File: config.mk
export PLATFORM = sky130hd
export DESIGN_NAME = audio_xfade_selector
export DESIGN_NICKNAME = d
export VERILOG_FILES = /design/src/rtl/audio_xfade_selector_pkg.sv /design/src/rtl/audio_xfade_selector_mac.sv /design/src/rtl/audio_xfade_selector.sv
export SDC_FILE = /design/constraint.sdc
export NUM_CORES = 2
export LEC_CHECK = 0
export ABC_AREA = 0
export CORE_ASPECT_RATIO = 1.5
export CORE_MARGIN = 4
export CORE_UTILIZATION = 58
export DETAILED_ROUTE_END_ITERATION = 10
export PLACE_DENSITY = 0.78
export SLEW_MARGIN = 10
export SYNTH_ARGS = -nofsm -noshare
export SYNTH_HDL_FRONTEND = slang
export SYNTH_SLANG_ARGS = --single-unit
File: constraint.sdc
create_clock -name clk -period 10.2 [get_ports clk]
set_clock_uncertainty 0.05 [all_clocks]
set_input_delay 1.53 -clock clk [delete_from_list [all_inputs] [get_ports clk]]
set_output_delay 1.53 -clock clk [all_outputs]
set_load 0.01 [all_outputs]
File: src/rtl/audio_xfade_selector_pkg.sv
// Shared types and constants for the stereo source selector / crossfader.
package audio_xfade_selector_pkg;

   localparam int AUDIO_W = 24;

   typedef enum logic {
      ST_IDLE = 1'b0,
      ST_FADE = 1'b1
   } xfade_state_t;

endpackage

File: src/rtl/audio_xfade_selector_mac.sv
// One-channel weighted mix: (a*(2^RAMP_SHIFT-k) + b*k) >>> RAMP_SHIFT, purely combinational.
module audio_xfade_selector_mac
   import audio_xfade_selector_pkg::*;
#(
   parameter int WIDTH      = AUDIO_W,
   parameter int RAMP_SHIFT = 8
) (
   input  logic [WIDTH-1:0]    i_a,
   input  logic [WIDTH-1:0]    i_b,
   input  logic [RAMP_SHIFT:0] i_k,
   output logic [WIDTH-1:0]    o_y
);

   localparam int SUM_W = WIDTH + RAMP_SHIFT + 2;
   localparam logic signed [SUM_W-1:0] W_FULL = SUM_W'(1) << RAMP_SHIFT;

   logic signed [SUM_W-1:0] w_a;
   logic signed [SUM_W-1:0] w_b;
   logic signed [SUM_W-1:0] w_wa;
   logic signed [SUM_W-1:0] w_wb;
   logic signed [SUM_W-1:0] w_sum;

   assign w_a   = SUM_W'($signed(i_a));
   assign w_b   = SUM_W'($signed(i_b));
   assign w_wb  = SUM_W'(i_k);
   assign w_wa  = W_FULL - w_wb;
   assign w_sum = (w_a * w_wa) + (w_b * w_wb);

   // Weights sum to 2^RAMP_SHIFT, so the floored quotient always fits WIDTH bits.
   assign o_y = WIDTH'(w_sum >>> RAMP_SHIFT);

endmodule

File: src/rtl/audio_xfade_selector.sv
// Stereo NUM_SRC:1 source selector with click-free linear crossfade, stepped by the codec sample strobe.
//
//   state   | meaning
//   --------+---------------------------------------------------------------
//   ST_IDLE | output follows src[cur_src]; watch sel for a new valid source
//   ST_FADE | k ramps 1..2^RAMP_SHIFT, output blends cur_src toward tgt_src
module audio_xfade_selector
   import audio_xfade_selector_pkg::*;
#(
   parameter int WIDTH      = AUDIO_W,
   parameter int NUM_SRC    = 4,
   parameter int RAMP_SHIFT = 8,
   parameter int SEL_W      = $clog2(NUM_SRC)
) (
   input  logic                     clk,
   input  logic                     reset_n,
   input  logic                     sample_valid,
   input  logic [NUM_SRC*WIDTH-1:0] src_left,
   input  logic [NUM_SRC*WIDTH-1:0] src_right,
   input  logic [SEL_W-1:0]         sel,
   input  logic                     fade_bypass,
   output logic [WIDTH-1:0]         out_left,
   output logic [WIDTH-1:0]         out_right,
   output logic                     out_valid,
   output logic                     fading
);

   localparam int NSEL = 2 ** SEL_W;
   localparam int KW   = RAMP_SHIFT + 1;
   localparam logic [KW-1:0] K_FULL = KW'(1) << RAMP_SHIFT;

   xfade_state_t     r_state;
   logic [SEL_W-1:0] r_cur;
   logic [SEL_W-1:0] r_tgt;
   logic [KW-1:0]    r_k;
   logic [WIDTH-1:0] r_out_l;
   logic [WIDTH-1:0] r_out_r;
   logic             r_out_valid;
   logic             r_fading;

   logic [WIDTH-1:0] w_src_l [NSEL];
   logic [WIDTH-1:0] w_src_r [NSEL];
   logic [WIDTH-1:0] w_mix_l;
   logic [WIDTH-1:0] w_mix_r;
   logic [KW-1:0]    w_k_next;
   logic             w_sel_ok;
   logic             w_sel_new;

   // Unused select codes (non-power-of-2 NUM_SRC) map to zero and are never chosen.
   for (genvar g = 0; g < NSEL; g++) begin : g_demux
      if (g < NUM_SRC) begin : g_src
         assign w_src_l[g] = src_left[g*WIDTH +: WIDTH];
         assign w_src_r[g] = src_right[g*WIDTH +: WIDTH];
      end else begin : g_pad
         assign w_src_l[g] = '0;
         assign w_src_r[g] = '0;
      end
   end

   assign w_sel_ok  = ({1'b0, sel} < (SEL_W+1)'(NUM_SRC));
   assign w_sel_new = w_sel_ok && (sel != r_cur);
   assign w_k_next  = r_k + KW'(1);

   audio_xfade_selector_mac #(.WIDTH(WIDTH), .RAMP_SHIFT(RAMP_SHIFT)) u_mac_l (
      .i_a (w_src_l[r_cur]),
      .i_b (w_src_l[r_tgt]),
      .i_k (w_k_next),
      .o_y (w_mix_l)
   );

   audio_xfade_selector_mac #(.WIDTH(WIDTH), .RAMP_SHIFT(RAMP_SHIFT)) u_mac_r (
      .i_a (w_src_r[r_cur]),
      .i_b (w_src_r[r_tgt]),
      .i_k (w_k_next),
      .o_y (w_mix_r)
   );

   always_ff @(posedge clk or negedge reset_n) begin
      if (!reset_n) begin
         r_state     <= ST_IDLE;
         r_cur       <= '0;
         r_tgt       <= '0;
         r_k         <= '0;
         r_out_l     <= '0;
         r_out_r     <= '0;
         r_out_valid <= 1'b0;
         r_fading    <= 1'b0;
      end else begin
         r_out_valid <= sample_valid;
         if (sample_valid) begin
            r_fading <= (r_state == ST_FADE);
            case (r_state)
               ST_IDLE: begin
                  if (w_sel_new && fade_bypass) begin
                     r_cur   <= sel;
                     r_out_l <= w_src_l[sel];
                     r_out_r <= w_src_r[sel];
                  end else begin
                     r_out_l <= w_src_l[r_cur];
                     r_out_r <= w_src_r[r_cur];
                     if (w_sel_new) begin
                        r_tgt   <= sel;
                        r_k     <= '0;
                        r_state <= ST_FADE;
                     end
                  end
               end
               ST_FADE: begin
                  if (fade_bypass) begin
                     r_out_l <= w_src_l[r_tgt];
                     r_out_r <= w_src_r[r_tgt];
                     r_cur   <= r_tgt;
                     r_k     <= '0;
                     r_state <= ST_IDLE;
                  end else begin
                     // At k = 2^RAMP_SHIFT the mix is exactly the target sample.
                     r_out_l <= w_mix_l;
                     r_out_r <= w_mix_r;
                     r_k     <= w_k_next;
                     if (w_k_next == K_FULL) begin
                        r_cur   <= r_tgt;
                        r_state <= ST_IDLE;
                     end
                  end
               end
               default: r_state <= ST_IDLE;
            endcase
         end
      end
   end

   assign out_left  = r_out_l;
   assign out_right = r_out_r;
   assign out_valid = r_out_valid;
   assign fading    = r_fading;

endmodule

# == Yosys cells after proc, flatten, opt, wreduce, memory -nomap -nowiden ==
# Index checks and enable logic that the tools add are counted.
# Widths: inputs -> output; s select.
# word_totals
out_inout_bits,50
inputBits,198
reg_bits,64
elab_cells,71
# classes
eq_ne,6
n_bitwise,5
reduce_logical,4
order_cmp,3
mul,4
muxes,37
addsub,4
# ops
cell,n
$mux 24,16
$bmux 24 s2,6
$mul 24x10->32,4
$pmux 24 s2,2
$add 32x32->32,2
$mux 9,3
$pmux 9 s2,1
$sub 9x9->10 const A,1
$add 9x1->9 const B,1
$eq 9x9->1 const B,1
$ge 3x3->1 const B,3
$not 2->3,3
$mux 2,3
$ne 2x2->1 const B,3
$reduce_and 3->1,2
$mux 1,4
$pmux 2 s2,1
$reduce_and 4->1,1
$ne 3x2->1 const B,1
$ne 2x2->1,1
$not 1->1,2
$pmux 1 s2,1
$logic_and 1x1->1,1

# == Depth between registers and ports, before layout ==
# depth
depth_word,8
depth_mapped,36
depth_no_buf,32

# == Cells and area by module ==
# From an unflattened synthesis, not the netlist that was laid out.
# hier_totals
hier_cells,3936
hier_area_um2,38340.5
# modules_own_cells
module,n_inst,area_per_inst_um2,seq_area_each_um2,cells_per_inst
audio_xfade_selector_mac at u_mac_r,1,15484.9,0.0,1698
audio_xfade_selector_mac at u_mac_l,1,15428.5,0.0,1697
audio_xfade_selector,1,7427.1,1601.5,541

# == Least setup slack after synthesis ==
# OpenSTA, ideal clock, no wires.
# synth_timing
kind,reg-to-reg
start,register r_k[0]
end,"register r_out_r[23], in the netlist out_right[23]"
n_path_buf,7
required_time_ns,10.009
stages_incl_launch_ff,36
arrival_ns,8.472
setup_ns,0.141
slack_ns,1.537
synth_period_minus_slack_ns,8.663
path_cell_list,dfrtp_1 buf_2 and4_1 nand4_1 xor2_1 buf_2 clkbuf_1 and3_1 ha_1 clkbuf_1 inv_1 clkbuf_1 clkbuf_1 nor2_1 fa_1 inv_1 fa_1 fa_1 fa_1 inv_1 fa_1 fa_1 inv_1 fa_1 inv_1 ha_1 clkbuf_1 nand4_1 nor3_1 a2111o_1 a221oi_2 o21ai_2 a31o_4 o31ai_4 xnor2_1 a31oi_1
# synth_via
elab_chain_len,6
word_cells_on_any_way,7
cone_classes,add/sub: 3; mul: 2; mux: 2
# synth_rtl
item,line_no,text
"start, declared",audio_xfade_selector.sv:35,logic [KW-1:0] r_k;
"start signal, assigned",audio_xfade_selector.sv:119,r_k <= w_k_next;
$add 9x1->9 *,audio_xfade_selector.sv:62,assign w_k_next = r_k + KW'(1);
$sub 9x9->10,audio_xfade_selector_mac.sv:26,assign w_wa = W_FULL - w_wb;
$mul 24x10->32,audio_xfade_selector_mac.sv:27,assign w_sum = (w_a * w_wa) + (w_b * w_wb);
$add 32x32->32 *,audio_xfade_selector_mac.sv:27,
$mux 24 *,audio_xfade_selector.sv:109,if (fade_bypass) begin
$pmux 24 s2 *,audio_xfade_selector.sv:92,case (r_state)
"end signal, assigned",audio_xfade_selector.sv:97,r_out_r <= w_src_r[sel];
"end signal, assigned",audio_xfade_selector.sv:100,r_out_r <= w_src_r[r_cur];
"end signal, assigned",audio_xfade_selector.sv:111,r_out_r <= w_src_r[r_tgt];
"end, declared",audio_xfade_selector.sv:37,logic [WIDTH-1:0] r_out_r;
# Every way passes the cells marked *; elsewhere a longest branch is shown, timed or not.
# A chain may end at the register's enable or synchronous reset.

# == Final worst setup path ==
# layout_timing
start,register r_k[0]
end,"register r_out_l[19], in the netlist out_left[19]"
# layout_via
elab_chain_len,6
word_cells_on_any_way,7
cone_classes,add/sub: 3; mul: 2; mux: 2
# layout_rtl
item,line_no,text
$add 9x1->9 *,audio_xfade_selector.sv:62,
$sub 9x9->10,audio_xfade_selector_mac.sv:26,
$mul 24x10->32,audio_xfade_selector_mac.sv:27,
$add 32x32->32 *,audio_xfade_selector_mac.sv:27,
$mux 24 *,audio_xfade_selector.sv:109,
$pmux 24 s2 *,audio_xfade_selector.sv:92,
"end signal, assigned",audio_xfade_selector.sv:96,r_out_l <= w_src_l[sel];
"end signal, assigned",audio_xfade_selector.sv:99,r_out_l <= w_src_l[r_cur];
"end signal, assigned",audio_xfade_selector.sv:110,r_out_l <= w_src_l[r_tgt];
"end, declared",audio_xfade_selector.sv:36,logic [WIDTH-1:0] r_out_l;
# Marks and branches as above.

==> results.sh <==
export IMPL_worstReg2RegEnd="out_left[19]"
export IMPL_post_route_period_util=0.956
export IMPL_reg2reg_from="r_k[0]"
export IMPL_drt_pass1_iterations=9
export IMPL_fp_dieH_um=321
export IMPL_status="completed"
export IMPL_synth_top_family_by_area="adder cells"
export IMPL_wl_per_cell_um=23.5
export IMPL_avgSynthCellArea_um2=8.84
export IMPL_yosys_register_bits=64
export IMPL_port_buffers=247
export IMPL_htree_levels=3
export IMPL_initial_core_util=0.586
export IMPL_grt_setup_unrepaired="false"
export IMPL_syn_inst=4285
export IMPL_place_ws_ns=0.658
export IMPL_worst_setup_path_end_kind="flip-flop"
export IMPL_maxSlewHeadroom=0.195
export IMPL_antenna_left=0
export IMPL_synthTopCellsByCount="1021 x inv_1, 844 x fa_1, 523 x nand2_1"
export IMPL_timing_hold_violations_final=0
export IMPL_synth_seq_area_share=0.0423
export IMPL_min_from="out_right[3]"
export IMPL_grt_max_degree=62
export IMPL_path_buf_inv=5
export IMPL_grt_total_usage=0.369
export IMPL_ys_async_sr_fraction=1.00
export IMPL_fin_nets=5697
export IMPL_r2r_slack_ns=0.45
export IMPL_startpoint_type="flip-flop"
export IMPL_setup_violations=0
export IMPL_finalMaxSlewViolations=0
export IMPL_worst_slack_ns=0.452
export IMPL_row_count=114
export IMPL_synth_area_leader_cell="fa_1"
export IMPL_cp_required_ns=10.51
export IMPL_max_freq_ghz=0.103
export IMPL_yosys_area_top_type_share=0.446
export IMPL_clock_sinks=64
export IMPL_grt_pass1_wl_um=193000
export IMPL_clk_latency_ns=0.42
export IMPL_worstSetupPathType="reg -> reg"
export IMPL_hold_depth=2
export IMPL_post_cts_resized=0
export IMPL_netlist_area_um2=37900
export IMPL_grt_pass1_vias=34600
export IMPL_antenna_found_initial=3
export IMPL_finalHoldWorstSlack_ns=0.447
export IMPL_period_minus_slack_ns=9.75
export IMPL_overflow=0
export IMPL_tritoncts="built"
export IMPL_synth_mux_area_fraction=0.0891
export IMPL_post_route_drc_count=0
export IMPL_synth_most_common_cell="inv_1"
export IMPL_root_buffer="clkbuf_16"
export IMPL_critPathMaxFanout=45
export IMPL_dieWidth_um=217
export IMPL_crit_top_cell="fa_1"
export IMPL_min_to="out_right[3]"
export IMPL_synth_edff_count=0
export IMPL_yosysWarningCount=0
export IMPL_drtIter0Drc=2929
export IMPL_drt_wl_total_um=125000
export IMPL_min_path_type="reg -> reg"
export IMPL_route_detailed_vias_per_inst=5.99
export IMPL_post_cts_repair_setup_buffers=0
export IMPL_slowest_stage="xnor2_2"
export IMPL_yosys_cell_types_count=69
export IMPL_hpwl_um=99600
export IMPL_drive_above_1_share=0.0732
export IMPL_synthXorXnorAreaFrac=0.0256
export IMPL_n_fill_cell=5231
export IMPL_ios=248
export IMPL_gp_congestion=0.999
export IMPL_fin_tns_setup_ns=0
export IMPL_vias=31800
export IMPL_critPathArrivalTime_ns=10.06
export IMPL_postCtsHoldBufs=0
export IMPL_core_area_um2=64600
export IMPL_cts_buffers=9
export IMPL_synthToLayoutAreaGrowth_pct=10.6
export IMPL_die_area_um2=69600
export IMPL_cap_viol_max_count=0
export IMPL_synth_adder_area_share=0.519
export IMPL_tightestPinTransition_ns=1.20
export IMPL_synth_area_top_cells="fa_1 45%, inv_1 10%, ha_1 7.3%, nand2_1 5.2%, mux4_2 5.1%"
export IMPL_reg2regPathDepth=27
export IMPL_synth_simple_area_share=0.133
export IMPL_cts_path_max_buffers=2
export IMPL_path_clk_slew_ns=0.08
export IMPL_critPathMaxStageDelay_ns=0.97
export IMPL_synthFlopType="dfrtp_1"
export IMPL_synth_fp_nets=5548
export IMPL_cp_top_family="adder cells"
export IMPL_synth_compound_area_share=0.0669
-- per-layer routing --
metal / vias to the layer above / share of wire / routed length, µm / global-route usage
met5: - / 0.00014 / 18 / 0
met4: 2 / 0.10 / 12700 / 0.286
met3: 697 / 0.12 / 14600 / 0.0918
met2: 2175 / 0.47 / 58200 / 0.600
met1: 15700 / 0.31 / 39100 / 0.416
li1: 13200 / - / - / -
-- stage by stage --
step	std cells	area, µm²	util
4_1_cts	5309	41900	0.649
5_1_grt	5309	41900	0.649
3_5_place_dp	5293	41600	0.644
3_3_place_gp	5293	41600	0.644
2_1_floorplan	4285	37900	-
6_report	5313	41900	0.649
-- worst register-to-register path: stages (launching register included) --
cell and delay, ns:
dfrtp_4 0.69, and3_1 0.37, xor2_4 0.19, buf_4 0.59, nor2_1 0.25, xnor2_2 0.97, nor2_1 0.17, fa_1 0.50
fa_1 0.52, inv_1 0.05, fa_1 0.48, inv_1 0.06, fa_1 0.52, fa_1 0.51, fa_1 0.49, inv_1 0.05
fa_1 0.47, inv_1 0.04, ha_1 0.32, o21a_1 0.14, o211ai_1 0.08, nand2_1 0.13, nand3_1 0.11, o21ai_0 0.87
o22ai_1 0.34, xor2_1 0.24, a221oi_1 0.29, mux2_2 0.19
-- flip-flops by register name, indices dropped and copies added, names as in the netlist --
signal,flops
r_state,1
out_left,24
r_tgt,2
r_k,9
fading,1
out_right,24
out_valid,1
r_cur,2
-- layout make-up --
class                           instances  area [µm²]  share of cell area
Antenna cell                            4        10.0            0.000239
Clock buffer                            9         225             0.00537
Clock inverter                          7        80.1             0.00191
Inverter                             1022        3840              0.0915
Multi-Input combinational cell       2984       31800               0.758
Sequential cell                        64        1620              0.0387
Tap cell                              870        1090              0.0260
Timing Repair Buffer                  353        3270              0.0779
-- kinds of logic after synthesis --
group / after synthesis
XOR/XNOR: 110
multiplexers: 221
adder cells (fa/ha/maj): 1065
flip-flops: 64
AND/OR/NAND/NOR: 1192
buffers and inverters: 1237
AO/OA/AOI/OAI: 396
-- how the worst max path moves through the flow --
stage	from	endpoint	cells after the start
detailed placement	r_k[0]	out_left[19]	27
global placement	src_right[55]	out_right[17]	25
global route	r_k[0]	out_left[22]	27
finish	r_k[0]	out_left[19]	27
CTS	r_k[0]	out_left[19]	27
floorplan	r_k[0]	out_right[23]	35
-- placed cells by master, fill, tap and decap left out, types with 70 or more instances in the layout --
cell type	instances
nor2_1	445
a21oi_1	70
nand2_1	523
inv_1	1021
fa_1	844
nor2b_1	82
ha_1	220
mux4_2	86
buf_4	109
xnor2_1	72
clkdlybuf4s50_1	242
o21ai_0	103
Power is left out: the tool's default activity adds up to more than one toggle a clock period on the data nets, which glitch-free logic cannot reach.
